==> config.mk <==
export PLATFORM = sky130hd
export DESIGN_NAME = fifo_wptr_full
export DESIGN_NICKNAME = d
export VERILOG_FILES = /design/src/rtl/fifo_wptr_full.sv
export SDC_FILE = /design/constraint.sdc
export NUM_CORES = 1
export LEC_CHECK = 0
export ABC_CLOCK_PERIOD_IN_PS = 4100
export CAP_MARGIN = 10
export CORE_ASPECT_RATIO = 0.75
export CORE_UTILIZATION = 50
export DETAILED_ROUTE_END_ITERATION = 16
export PLACE_DENSITY = 0.81
export SLEW_MARGIN = 20
export SYNTH_ARGS = -nofsm -noshare
export SYNTH_HDL_FRONTEND = slang
export SYNTH_SLANG_ARGS = --single-unit
==> constraint.sdc <==
create_clock -name clk -period 4.1 [get_ports clk]
set_input_delay 0.82 -clock clk [delete_from_list [all_inputs] [get_ports clk]]
set_output_delay 0.82 -clock clk [all_outputs]
set_load 0.005 [all_outputs]
==> src/rtl/fifo_wptr_full.sv <==
// Write-side pointer/flag generator for the async FIFO: binary+Gray write pointer, read-pointer sync, full/almost-full/occupancy/overflow.
// Latency: waddr/wptr/full update on the accepting edge; read-pointer moves are visible on the 3rd edge after they change.
// Backpressure: writes are dropped while full is high; a dropped write sets the sticky overflow flag.
module fifo_wptr_full #(
    parameter int ADDRSIZE     = 3,
    parameter int AFULL_THRESH = 6
) (
    input  logic                clk,
    input  logic                rst_n,
    input  logic                winc,
    input  logic                ovf_clr,
    input  logic [ADDRSIZE:0]   rptr_gray,
    output logic [ADDRSIZE-1:0] waddr,
    output logic [ADDRSIZE:0]   wptr,
    output logic                full,
    output logic                almost_full,
    output logic [ADDRSIZE:0]   wcount,
    output logic                overflow
);

    localparam int PW = ADDRSIZE + 1;
    localparam logic [ADDRSIZE:0] AF_TH = PW'(AFULL_THRESH);

    logic [ADDRSIZE:0] wbin;
    logic [ADDRSIZE:0] rq1;
    logic [ADDRSIZE:0] rq2;
    logic [ADDRSIZE:0] rbin;
    logic [ADDRSIZE:0] wbinnext;
    logic [ADDRSIZE:0] wgraynext;
    logic [ADDRSIZE:0] wdiff;
    logic              wen;
    logic              fullnext;

    assign wen       = winc & ~full;
    assign wbinnext  = wbin + PW'(wen);
    assign wgraynext = (wbinnext >> 1) ^ wbinnext;
    assign waddr     = wbin[ADDRSIZE-1:0];

    // Full when the next write pointer is exactly one lap ahead of the synced read pointer.
    assign fullnext = (wgraynext == {~rq2[ADDRSIZE:ADDRSIZE-1], rq2[ADDRSIZE-2:0]});

    always_comb begin
        rbin = '0;
        for (int i = 0; i <= ADDRSIZE; i++) begin
            rbin[i] = ^(rq2 >> i);
        end
    end

    assign wdiff = wbinnext - rbin;

    always_ff @(posedge clk or negedge rst_n) begin
        if (!rst_n) begin
            wbin        <= '0;
            wptr        <= '0;
            rq1         <= '0;
            rq2         <= '0;
            full        <= 1'b0;
            almost_full <= 1'b0;
            wcount      <= '0;
            overflow    <= 1'b0;
        end else begin
            wbin        <= wbinnext;
            wptr        <= wgraynext;
            rq1         <= rptr_gray;
            rq2         <= rq1;
            full        <= fullnext;
            almost_full <= (wdiff >= AF_TH);
            wcount      <= wdiff;
            overflow    <= (winc & full) | (overflow & ~ovf_clr);
        end
    end

endmodule

==> metrics.csv <==
metric,value,unit
Initial DRC Count,8,
area of the multi-input gates,330.3,um^2
cts repair resizes,0,
PortBufs,21,
status,"finished, final reports clean",
routed len/inst,12.63,um
crit-path cells,"clkdlybuf4s50_1, nor2b_1, ha_1, ha_1, inv_1, fa_1, inv_1, a22oi_1, o211ai_2",
vias in the first global route,493,
Synth Net Count,81,
Worst-Margin Slew,0.9377,ns
top-count cell post-synth,dfrtp_1,
Max stage delay on crit path,0.57,ns
Initial Util,57.23,%
final setup fails,0,
#FFs+latches synth,22,
CP arrival,3.03,ns
clk_lat worst skew,0.31,ns
Yosys cell types,20,
final wirelength,1.427,mm
Yosys top cell by area,dfrtp_1,
ANT nets after route,0,
Worst Path Required,4.31,ns
DRC,0,
pre-CTS setup slack,0.9383,ns
IO Pins,22,
Synth Flop Type,dfrtp_1,
Synth Warn #,0,
initial antenna violation count,0,
CTS tree,done,
postcts setup bufs,0,
setup slack after layout,1.279,ns
# H-tree levels,1,
Tcrit/Tclk final,68.81,%
"Avg Cell Area, Syn",13.60,um^2
Worst Path Max Fanout,6,
nets,107,
Power Dens Cells,872.4,nW/um^2
setup TNS,0,ns
root buffer cell,clkbuf_4,
RSZ-0062 raised after global routing,false,
largest net degree at the start of global routing,23,
Die H,38.97,um
WS Path Type,in -> reg,
CTS Sinks,22,
Post-CTS Hold Buffers,0,
storage element area,550.5,um^2
fmax,354.4,MHz
Rows,12,
area grow syn2layout,29.95,%
Synth top cells by count,"dfrtp_1 (22), inv_1 (8), xnor2_1 (8)",
leak pwr,0.5496,nW
Max-Cap Viols,0,
diode count,0,
Syn Inst Count,67,
Worst path slowest cell,fa_1,
full die area,1998,um^2
layout cells sized above 1,6.522,%
crit start category,input port,
"Seq/Total Area, Yosys",60.44,%
total CTS buffers,3,
peak supply drop,0.5079,mV
Clock Path Buffers,2,
width of the die,51.29,um
routed vias,553,
clk slew on worst S/H paths,0.12,ns
first-pass GRT wire length,2.311,mm
Synth Cell Area,910.9,um^2
Synth area leaders,"dfrtp_1 (60%), xnor2_1 (7.7%), ha_1 (6.9%), xor2_1 (6.7%), inv_1 (3.3%)",
DP Area,1147,um^2
"Design Area, Final",1184,um^2
Post-DP HPWL,1.085,mm
core area,1592,um^2
Non-Filler Instances,113,
fillers,126,
Final Slew Violations,0,
worst-case clock skew,0.009158,ns
shortest period the worst path allows,2.821,ns
Avg Vias per Cell,4.894,
Cells after DPL,109,
placer congestion estimate,0.7464,
"EDFF count, synth",0,
Hold Crit Class,reg -> reg,
Final Hold Fails,0,
Setup crit end kind,register,
Slew HR,37.29,%
Final Core Density,74.37,%
Tot GR Track Use,18.78,%
1st-pass router iterations,4,
Synth async-reset ratio,100.0,%
GRT overflow,0,
top cell type's share of synthesized area,60.44,%
## layout by cell type (no fill, tap or decap), types with 2 or more instances in the layout
cell | synthesis | routed
dfrtp_1 | 22 | 22
clkdlybuf4s50_1 | 0 | 21
inv_1 | 8 | 8
xnor2_1 | 8 | 8
xor2_1 | 7 | 7
ha_1 | 5 | 5
clkbuf_4 | 0 | 3
a21oi_1 | 2 | 2
nor3_1 | 2 | 2
## per-layer routing
metal | GRT usage (%) | vias to the layer above | share of wire, %
li1 | - | 269 | -
met1 | 22.70 | 260 | 45
met2 | 27.63 | 19 | 45
met3 | 7.059 | 5 | 6.5
met4 | 14.19 | 0 | 3.1
met5 | 0 | - | 0
## registers in the layout, indices dropped and copies added (netlist names)
signal	cells
wptr	3
wbin	4
overflow	1
rq2	4
wcount	4
almost_full	1
rq1	4
full	1
## kinds of logic (layout without fill, tap and decap cells)
logic type / count (synthesis) / in the layout / synth area share, %
AOI/OAI and AO/OA: 9 / 9 / 7.555
DFF: 22 / 22 / 60.44
and+or+nand+nor: 6 / 6 / 3.434
xor gates and xnor gates: 16 / 16 / 16.21
buffers and inverters: 8 / 33 / 3.297
adders and majority gates: 6 / 6 / 9.066
## report_power, final
group	leakage [nW]	switching, W	total (W)	internal, W
Clock	0.0210	0.0000622	0.000117	0.0000543
Sequential	0.260	0.0000436	0.000343	0.000300
Combinational	0.268	0.000268	0.000573	0.000305
Total	0.550	0.000374	0.00103	0.000659
## stage by stage
step / total power [W] / hold WS [ns]
2_1_floorplan: 0.0007015 / 0.3312
3_3_place_gp: 0.0009004 / 0.3321
3_5_place_dp: 0.0009248 / 0.3347
4_1_cts: 0.001042 / 0.3607
5_1_grt: 0.001118 / 0.3697
6_report: 0.001033 / 0.3582
## path summary, 6_finish.rpt
path / from / endpoint / slack [ns] / cells after the start
worst max register to register: rq2[3] / almost_full / 1.81 / 8
min in group asynchronous: rst_n / wptr[2] / 1.02 / 1
max in group asynchronous: rst_n / full / 2.51 / 1
worst min register to register: rq1[2] / rq2[2] / 0.36 / 0
worst min-delay path: rq1[2] / rq2[2] / 0.36 / 0
worst max-delay path: winc / almost_full / 1.28 / 9
## critical path, delay by kind of cell
kind | cells | cell delay (ns)
adder cells (fa/ha/maj) | 3 | 1.18
buffers and inverters | 3 | 0.59
AO/OA/AOI/OAI | 2 | 0.30
AND/OR/NAND/NOR | 1 | 0.14
## cell type report
type / count / area share [%]
timing repair buffer: 21 / 17.76
multi-input combinational: 37 / 27.91
tap: 21 / 2.220
sequential: 22 / 46.51
clock buffer: 4 / 3.066
inverter: 8 / 2.537
(Power assumes the default switching activity.)
